[config.mk]
export PLATFORM = sky130hd
export DESIGN_NAME = ibex_rf_writeback
export DESIGN_NICKNAME = d
export VERILOG_FILES = /design/src/rtl/ibex_rf_writeback.sv
export SDC_FILE = /design/constraint.sdc
export NUM_CORES = 1
export LEC_CHECK = 0
export ABC_AREA = 1
export CORE_ASPECT_RATIO = 0.6
export CORE_MARGIN = 2
export CORE_UTILIZATION = 47
export CTS_CLUSTER_SIZE = 40
export DETAILED_ROUTE_END_ITERATION = 8
export GPL_ROUTABILITY_DRIVEN = 0
export PLACE_DENSITY = 0.88
export SLEW_MARGIN = 10
export SYNTH_ARGS = -nofsm -noshare
export SYNTH_HDL_FRONTEND = slang
export SYNTH_SLANG_ARGS = --single-unit
[constraint.sdc]
create_clock -name clk_i -period 1.7 [get_ports clk_i]
set_input_delay 0.51 -clock clk_i [delete_from_list [all_inputs] [get_ports clk_i]]
set_output_delay 0.51 -clock clk_i [all_outputs]
set_load 0.005 [all_outputs]
[src/rtl/ibex_rf_writeback.sv]
// rtl/ibex_rf_writeback.sv - register-file writeback stage merging ALU results and load responses
module ibex_rf_writeback #(
    parameter bit          RV32E     = 1'b0,
    parameter int unsigned DataWidth = 32
) (
    input  logic                 clk_i,
    input  logic                 rst_ni,

    input  logic                 ex_valid_i,
    input  logic                 ex_we_i,
    input  logic [4:0]           ex_rd_i,
    input  logic [DataWidth-1:0] ex_wdata_i,
    output logic                 ex_ready_o,

    input  logic                 lsu_issue_i,
    input  logic [4:0]           lsu_rd_i,
    input  logic                 lsu_rvalid_i,
    input  logic [DataWidth-1:0] lsu_rdata_i,
    input  logic                 lsu_err_i,

    output logic                 load_pending_o,
    output logic [4:0]           load_rd_o,

    output logic [4:0]           rf_waddr_o,
    output logic [DataWidth-1:0] rf_wdata_o,
    output logic                 rf_we_o,
    output logic                 err_o
);

    typedef enum logic {
        ST_IDLE,
        ST_WAIT
    } state_e;

    state_e               state_q;
    logic                 hold_valid_q;
    logic [4:0]           hold_rd_q;
    logic [DataWidth-1:0] hold_wdata_q;

    logic                 load_resp;
    logic                 waw;
    logic                 ex_accept;
    logic                 ex_write;
    logic                 wr_en;
    logic [4:0]           wr_addr;
    logic [DataWidth-1:0] wr_data;
    logic                 hold_set;
    logic                 hold_clr;
    logic                 err_d;

    // x0 is hardwired to zero; in the embedded profile x16-x31 do not exist.
    function automatic logic rd_writable(input logic [4:0] rd);
        return (rd != 5'd0) && !(RV32E && rd[4]);
    endfunction

    // Hazard detection and execute handshake.
    always_comb begin
        load_resp  = lsu_rvalid_i & (state_q == ST_WAIT);
        waw        = load_pending_o & ex_valid_i & ex_we_i &
                     (ex_rd_i == load_rd_o) & (ex_rd_i != 5'd0);
        ex_ready_o = !hold_valid_q & !waw;
        ex_accept  = ex_valid_i & ex_ready_o;
        // Results that would be suppressed anyway never occupy the holding register.
        ex_write   = ex_accept & ex_we_i & rd_writable(ex_rd_i);
    end

    // Write-port arbitration: load response, then held result, then fresh ALU result.
    always_comb begin
        wr_en    = 1'b0;
        wr_addr  = rf_waddr_o;
        wr_data  = rf_wdata_o;
        hold_set = 1'b0;
        hold_clr = 1'b0;
        if (load_resp) begin
            if (!lsu_err_i && rd_writable(load_rd_o)) begin
                wr_en   = 1'b1;
                wr_addr = load_rd_o;
                wr_data = lsu_rdata_i;
            end
            hold_set = ex_write;
        end else if (hold_valid_q) begin
            wr_en    = 1'b1;
            wr_addr  = hold_rd_q;
            wr_data  = hold_wdata_q;
            hold_clr = 1'b1;
        end else if (ex_write) begin
            wr_en   = 1'b1;
            wr_addr = ex_rd_i;
            wr_data = ex_wdata_i;
        end
    end

    // Error sources: bus error on a real response, spurious response, overlapping issue.
    always_comb begin
        err_d = (lsu_rvalid_i & (state_q == ST_IDLE)) |
                (load_resp & lsu_err_i) |
                (lsu_issue_i & (state_q == ST_WAIT) & !lsu_rvalid_i);
    end

    // Registered write port; address and data keep their last value when idle.
    always_ff @(posedge clk_i or negedge rst_ni) begin
        if (!rst_ni) begin
            rf_we_o    <= 1'b0;
            rf_waddr_o <= 5'd0;
            rf_wdata_o <= '0;
            err_o      <= 1'b0;
        end else begin
            rf_we_o <= wr_en;
            err_o   <= err_d;
            if (wr_en) begin
                rf_waddr_o <= wr_addr;
                rf_wdata_o <= wr_data;
            end
        end
    end

    // One-entry holding register for ALU results that lost the write port.
    always_ff @(posedge clk_i or negedge rst_ni) begin
        if (!rst_ni) begin
            hold_valid_q <= 1'b0;
            hold_rd_q    <= 5'd0;
            hold_wdata_q <= '0;
        end else if (hold_set) begin
            hold_valid_q <= 1'b1;
            hold_rd_q    <= ex_rd_i;
            hold_wdata_q <= ex_wdata_i;
        end else if (hold_clr) begin
            hold_valid_q <= 1'b0;
        end
    end

    // Outstanding-load tracker; a response with a same-cycle issue re-arms for the new load.
    always_ff @(posedge clk_i or negedge rst_ni) begin
        if (!rst_ni) begin
            state_q        <= ST_IDLE;
            load_pending_o <= 1'b0;
            load_rd_o      <= 5'd0;
        end else begin
            case (state_q)
                ST_IDLE: begin
                    if (lsu_issue_i) begin
                        state_q        <= ST_WAIT;
                        load_pending_o <= 1'b1;
                        load_rd_o      <= lsu_rd_i;
                    end
                end
                ST_WAIT: begin
                    if (lsu_rvalid_i) begin
                        if (lsu_issue_i) begin
                            load_rd_o <= lsu_rd_i;
                        end else begin
                            state_q        <= ST_IDLE;
                            load_pending_o <= 1'b0;
                            load_rd_o      <= 5'd0;
                        end
                    end
                end
                default: begin
                    state_q        <= ST_IDLE;
                    load_pending_o <= 1'b0;
                    load_rd_o      <= 5'd0;
                end
            endcase
        end
    end

endmodule
Yosys cells after proc, flatten, opt, wreduce, memory -nomap -nowiden:

Cells that the tools add are included.
W data, S select, Z words.

* bitwise logic cells: 16
* mux-type cells: 28
* reductions and logical operators: 12
* equality and inequality tests: 5

Operators by type and width (number)
* $mux W32: 4
* $mux W5: 7
* $mux W1: 14
* $and A1 B1 Y1: 13
* $pmux W5 S2: 1
* $reduce_bool A5 Y1: 2
* $ne A2 B2 Y1 const B: 3
* $reduce_and A3 Y1: 2
* $eq A5 B5 Y1: 1
* $logic_not A1 Y1: 4
* $pmux W1 S2: 2
* $reduce_bool A3 Y1: 1
* $ne A2 B1 Y1 const B: 1
* $or A1 B1 Y1: 2
* $reduce_and A2 Y1: 1
* $reduce_bool A2 Y1: 1
* $logic_and A1 B1 Y1: 1
* $not A1 Y1: 1

* word-level logic and storage cells: 71
* output and inout bits: 46
* input bits: 81
* register bits after elaboration: 84

Logic depth before layout (Yosys ltp):

Gate-level depths: netlist of the first run.

* word-level depth: 13
* depth in mapped cells: 13
* gate-level depth less buffers: 11

Worst setup path before layout of the first run:

OpenSTA, ideal clock, no wires.

* path kind: in2reg
* start: in ex_rd_i[4]
* end: reg hold_wdata_q[23]
* required time: 1.569 ns
* path slack: 0.151 ns
* cell stages on the path: 10
* data arrival time: 1.418 ns
* buffers on the path: 2
* path through: inv_1 nand2_1 nor2_2 nor2_2 nand2_2 nand4_2 buf_4 buf_4 nand2_1 o21ai_0

* word-level cells in the longest chain between the ends: 9
* elaborated cells between the ends (all ways): 10
* those cells by class: eq/ne: 1; mux: 1; bitwise: 6; reduce/logical: 2

RTL lines
* from (decl): line 11 `input logic [4:0] ex_rd_i,`
* $eq A5 B5 Y1: line 60 `(ex_rd_i == load_rd_o) & (ex_rd_i != 5'd0);`
* $and A1 B1 Y1: line 59 `waw = load_pending_o & ex_valid_i & ex_we_i &`
* $and A1 B1 Y1: line 60
* $logic_not A1 Y1: line 61 `ex_ready_o = !hold_valid_q & !waw;`
* $and A1 B1 Y1: line 61
* $and A1 B1 Y1: line 62 `ex_accept = ex_valid_i & ex_ready_o;`
* $and A1 B1 Y1: line 64 `ex_write = ex_accept & ex_we_i & rd_writable(ex_rd_i);`
* $and A1 B1 Y1 (*): line 64
* $mux W1 (*): line 74 `if (load_resp) begin`
* to (signal assigned): line 126 `hold_wdata_q <= ex_wdata_i;`
* to (decl): line 38 `logic [DataWidth-1:0] hold_wdata_q;`

Mark *: on every way between the ends. The rest lies on a longest branch, timed or not.
A chain may end at the register's enable or synchronous reset.

Final worst setup path of the first run:

* start: in ex_rd_i[4]
* end: reg hold_wdata_q[27]

The elaborated chain is that of the path after synthesis.

==> flow_metrics.tcl, run 1 <==
set metrics [dict create \
    synth_cells 512 \
    multiInputGateArea_um2 2270 \
    core-area_um2 8560 \
    wl_mm 18.8 \
    die_area_um2 9640 \
    register_area_um2 2100 \
    drt_pre_antenna_iters 7 \
    worstPathArrival_ps 2250 \
    synth-seq-cells 84 \
    first_iter_violations 543 \
    grt_antenna_before_repair 0 \
    cp-end-kind "flop" \
    h-tree-depth 3 \
    pin_count 127 \
    cts_buffers 9 \
    netlist-cell-type-count 26 \
    diodes 0 \
    synth_fp_nets 593 \
    dp_hpwl_mm 8.42 \
    clock-sinks 84 \
    grt_util_met3_pct 8.51 \
    grt_pass1_vias 4708 \
    hold_violations 0 \
    synthArstFlopShare_pct 100 \
    synth_top_area_cell "dfrtp_1" \
    clkLatencyLatePin_ps 350 \
    die_x_um 125 \
    peakVddDrop_mv 0.630 \
    grt_max_degree 40 \
    syn_area_um2 4160 \
    rsz0062_at_grt "yes" \
    crit_path_end "hold_wdata_q[27]" \
    status "finished with violations" \
    placement.io_buffers 126 \
    synth_mux_area_share_pct 0 \
    clock_path_buffers 2 \
    layout-drive-gt1-share_pct 34.3 \
    root_buffer "clkbuf_16" \
    r2r-start "load_rd_o[4]" \
    ys.warnings.count 0 \
    wl_per_cell_um 22.9 \
    busiest_layer "met2" \
    initial_core_util_pct 48.6 \
    worstMarginPinSlew_ps 494 \
    cts_tree "yes" \
    synthAdderAreaFrac_pct 0 \
    fin_crit_sh_pct 118 \
    synth-simple-area-share_pct 25.5 \
    n_fill_cell 431 \
    startpoint "ex_rd_i[4]" \
    viasPerCell 6.15 \
    max_slew_margin_pct 66.8 \
    synth_top_cell_area_share_pct 50.5 \
    grt_pass1_wl_mm 24.5 \
    route.vias.total 5047 \
    die_h_um 76.9 \
    overflow 0 \
    period_needed_ps 2010 \
    clock_skew_ps 7.81 \
    crit_type "in2reg" \
    synth_edf_count 0 \
    failed_checks "negative setup slack" \
    avgSynthCellArea_um2 8.13 \
    hold_class "in2async" \
    power_mw 7.45 \
    tns_ps -18900 \
    synth.most_common_cell "nand2_1" \
    synth_compound_area_share_pct 13.4 \
    grt_use_met2_pct 53.1 \
    power.density_nw_per_um2 1010 \
    ff2ff_setup_slack_ps -290 \
    yosysSeqAreaShare_pct 50.5 \
    synthTopCellsByArea "dfrtp_1 51%, nand2_1 14%, nand3_1 9.1%" \
    synth.top_cells.by_count "159 x nand2_1, 84 x dfrtp_1, 76 x nand3_1" \
    maxCapViolCount 0 \
    grtUsageMet1_pct 42.2 \
    final_nets 784 \
    fmax_mhz 497 \
    finalSetupViolCount 83 \
    setup_ws_ps -312 \
    syn_to_final_growth_pct 78.1 \
    worstRegToRegCells 10 \
    num_rows 26 \
    drv_slew 0 \
    path_max_fanout 8 \
    synthFlopType "dfrtp_1" \
    cp_data_required_time_ps 1940 \
    route.detailed.drc 0 \
    start_kind "input pin" \
    power_leakage_nw 3.56 \
    synthXorXnorAreaFrac_pct 0.632 \
    reg2reg_to "rf_waddr_o[0]" \
    grt_usage_pct 32.7 \
    ant_nets 0 \
    synth_top_family_by_area "simple AND/OR/NAND/NOR gates" \
    clk_pin_slew_ps 70 \
]
==> metal layers <==
layer  vias up  share of wire, %
met5         -                 0
met4         0               5.7
met3       114                11
met2       429                47
met1      2422                36
li1       2082                 -
==> registers in the layout, summed over array words and instances (netlist names) <==
register and cells:
hold_wdata_q 32, rf_wdata_o 32, hold_rd_q 5, load_rd_o 5, rf_waddr_o 5, err_o 1
hold_valid_q 1, load_pending_o 1, rf_we_o 1, state_q 1
==> cell families after synthesis <==
group,count (synthesis)
and+or+nand+nor,247
xor gates and xnor gates,3
buffers and inverters,89
DFF,84
AOI/OAI and AO/OA,89
==> where the power goes <==
group	total [mW]	switching, mW	internal, mW
combinational	2.39	1.19	1.20
clock	2.30	0.865	1.43
sequential	2.77	0.345	2.42
==> final cells by class <==
class,count,area share [%]
clock inverter,7,1.55
tap,112,1.89
clock buffer,9,3.04
inverter,53,2.70
multi-input combinational,339,30.6
timing repair buffer,216,31.8
sequential,84,28.4
==> cells in the final DEF (no fill, tap or decap), types with 12 or more instances in the layout <==
cell type,synthesis,final
dlygate4sd2_1,0,46
clkdlybuf4s50_1,0,73
nand3_1,76,38
buf_4,8,53
o21ai_2,1,31
buf_12,0,12
clkbuf_16,0,14
nand2_2,3,24
dfrtp_1,84,83
nand2_1,159,123
inv_1,50,43
o211ai_1,32,32
nand2_4,0,14
nand3_2,2,31
==> worst min path at each step <==
stage          depth (start not counted)            from        endpoint  slack, ps
3_5_place_dp                           2  rf_wdata_o[18]  rf_wdata_o[18]        460
4_1_cts                                1          rst_ni    load_rd_o[1]        100
3_3_place_gp                           2  rf_wdata_o[22]  rf_wdata_o[22]        460
6_report                               1          rst_ni    load_rd_o[0]        100
5_1_grt                                1          rst_ni    load_rd_o[0]        120
2_1_floorplan                          0          rst_ni           err_o        210
==> worst max-delay path, stage by stage <==
cell and delay, ps:
dlygate4sd2_1 260, inv_2 100, nand2_1 110, nand3_2 110, nor2_4 40, buf_4 140
nand2_4 90, buf_12 100, nand4_4 250, buf_6 250, buf_16 150, nand2_4 70
o21ai_2 50
==> metrics by stage <==
| stage | instances | cell area (µm²) | hold slack [ps] | util [%] | worst slack, ps |
|---|---|---|---|---|---|
| 4_1_cts | 809 | 6730 | 102 | 78.7 | -173 |
| 5_1_grt | 820 | 7410 | 121 | 86.6 | -373 |
| 3_5_place_dp | 754 | 5750 | 457 | 67.2 | -851 |
| 2_1_floorplan | 512 | 4160 | 214 | - | 151 |
| 6_report | 820 | 7410 | 101 | 86.6 | -312 |
| 3_3_place_gp | 754 | 5750 | 458 | 67.2 | -779 |
==> what timing repair did <==
item,CTS,global route
pin swaps,13,41
endpoints found under the setup margin,120,79
gates resized for setup,135,135
setup buffers,31,9
cloned,11,5
hold buffers,0,0
No activity file was read; power rests on OpenSTA's default activity.
==> run 2, diff against run 1 <==
--- a/config.mk
+++ b/config.mk
@@ -9,10 +9,11 @@
 export CORE_ASPECT_RATIO = 0.6
 export CORE_MARGIN = 2
 export CORE_UTILIZATION = 47
-export CTS_CLUSTER_SIZE = 40
+export CTS_CLUSTER_DIAMETER = 120
 export DETAILED_ROUTE_END_ITERATION = 8
 export GPL_ROUTABILITY_DRIVEN = 0
 export PLACE_DENSITY = 0.88
+export REMOVE_ABC_BUFFERS = 1
 export SLEW_MARGIN = 10
 export SYNTH_ARGS = -nofsm -noshare
 export SYNTH_HDL_FRONTEND = slang
==> run 2 against run 1 <==
Effect of this change:
- the run still ends with negative setup slack left
- via count decreased by 13%
- critical endpoint is now ex_ready_o
- clock skew decreased by 4.0 ps
- flip-flop and latch count unchanged
- largest cell class is now flip-flops and latches
- largest power group unchanged
==> flow_metrics.tcl, run 2 (synthesis results as in run 1) <==
set metrics [dict create \
    critPathBufInv 2 \
    period_needed_ps 1910 \
    cpLargestDelayFamily "simple AND/OR/NAND/NOR gates" \
    drt_pre_antenna_iters 5 \
    viasPerCell 5.52 \
    clock-sinks 84 \
    initial_core_util_pct 48.6 \
    dp_hpwl_mm 9.01 \
    pin_count 127 \
    dp_slack_ps -830 \
    overflow 0 \
    grt_usage_pct 27.3 \
    num_rows 26 \
    wl_mm 13.9 \
    route.detailed.drc 0 \
    grt_antenna_before_repair 0 \
    layout-drive-gt1-share_pct 21.3 \
    status "finished with violations" \
    ant_nets 0 \
    crit_type "in2out" \
    hold_violations 0 \
    clock_path_buffers 2 \
    final_cell_mix "136 x nand2_1, 84 x dfrtp_1, 74 x nand3_1" \
    cp_data_required_time_ps 1190 \
    crit_chain "dlygate4sd2_1 -> nand2_2 -> nor2_4 -> nand3_2 -> nor2_4 -> a21oi_2 -> buf_2" \
    path_max_fanout 2 \
    h-tree-depth 3 \
    drv_slew 0 \
    fin_crit_sh_pct 113 \
    maxCapViolCount 0 \
    core-area_um2 8560 \
    crit_path_max_incr_delay_ps 220 \
    wl_per_cell_um 17.4 \
    failed_checks "negative setup slack" \
    root_buffer "clkbuf_16" \
    clk_pin_slew_ps 60 \
    cp-end-kind "primary output" \
    clkLatencyLatePin_ps 340 \
    grt_pass1_vias 4212 \
    power_leakage_nw 3.35 \
    reg_top3 "hold_wdata_q: 32 flops, rf_wdata_o: 32 flops" \
    die_x_um 125 \
    max_slew_margin_pct 77.2 \
    die_area_um2 9640 \
    first_iter_violations 428 \
    final_nets 764 \
    grt_pass1_wl_mm 20.9 \
    power.density_nw_per_um2 1000 \
    crit_path_frequent_cell "nor2_4" \
    fin_area_um2 6620 \
    cp_slowest_cell "dlygate4sd2_1" \
    die_h_um 76.9 \
    fmax_mhz 523 \
    cts_tree "yes" \
    placement.io_buffers 126 \
    holdWs_ps 37.5 \
    cts_buffers 9 \
    rsz0062_at_grt "yes" \
    finalSetupViolCount 41 \
    start_kind "input pin" \
    hold_class "in2async" \
    dpl-instance-area_um2 5740 \
    peakVddDrop_mv 0.662 \
    r2r-start "load_pending_o" \
    worstMarginPinSlew_ps 340 \
    diodes 0 \
    worstPathArrival_ps 1400 \
    startpoint "ex_we_i" \
    setup_ws_ps -213 \
    cts_hold_buf 0 \
    grt_max_degree 39 \
    route.vias.total 4412 \
    tns_ps -903 \
    syn_to_final_growth_pct 59.2 \
    clock_skew_ps 3.80 \
    layout.cells.most_common "nand2_1" \
]
-- run 2: cell count changes in the layout (fill, tap and decap cells not counted), sizes merged, moves of 2 or more --
cell,before,now
clkdlybuf4s15,3,1
buf,88,65
dlymetal6s2s,1,10
clkbuf,14,23
dlygate4sd2,46,35
-- run 2: metrics by stage --
step,power [mW],instances,util [%]
after global placement,4.33,754,67.1
after floorplan,3.31,476,-
final,6.64,799,77.4
after detailed placement,4.41,754,67.1
after global routing,7.00,799,77.4
after CTS,6.41,778,71.4
-- run 2: power breakdown --
group | switching [mW] | internal (mW) | leakage [nW]
combinational | 0.921 | 1.01 | 2.15
sequential | 0.250 | 2.42 | 1.05
clock | 0.766 | 1.27 | 0.148
-- run 2: what timing repair did --
item | CTS | global route
setup buffers | 8 | 14
endpoints found under the setup margin | 119 | 91
cloned | 1 | 9
pin swaps | 8 | 18
hold endpoints to repair | 0 | 0
resized for setup | 59 | 80
-- run 2: final timing paths --
path                       depth (start not counted)             end  slack, ps
min reg2reg                                        2   rf_waddr_o[0]        470
max                                                7      ex_ready_o       -210
max in group asynchronous                          2   rf_wdata_o[4]       1180
max reg2reg                                       12  rf_wdata_o[18]        -10
min                                                1  rf_wdata_o[30]         40
min in group clk_i                                 2   rf_waddr_o[0]        470
-- run 2: routing by layer --
layer / GRT usage [%] / routed length [µm]
met1: 37.2 / 5750
met2: 41.5 / 6370
met3: 7.96 / 1380
met4: 10.2 / 410
met5: 0 / 0
-- run 2: cell type report --
| type | count | area (µm²) |
|---|---|---|
| Inverter | 53 | 206 |
| Clock inverter | 5 | 77.6 |
| Tap cell | 112 | 140 |
| Sequential cell | 84 | 2100 |
| Fill cell | 568 | 1930 |
| Timing Repair Buffer | 196 | 2020 |
| Clock buffer | 10 | 229 |
| Multi-Input combinational cell | 339 | 1850 |
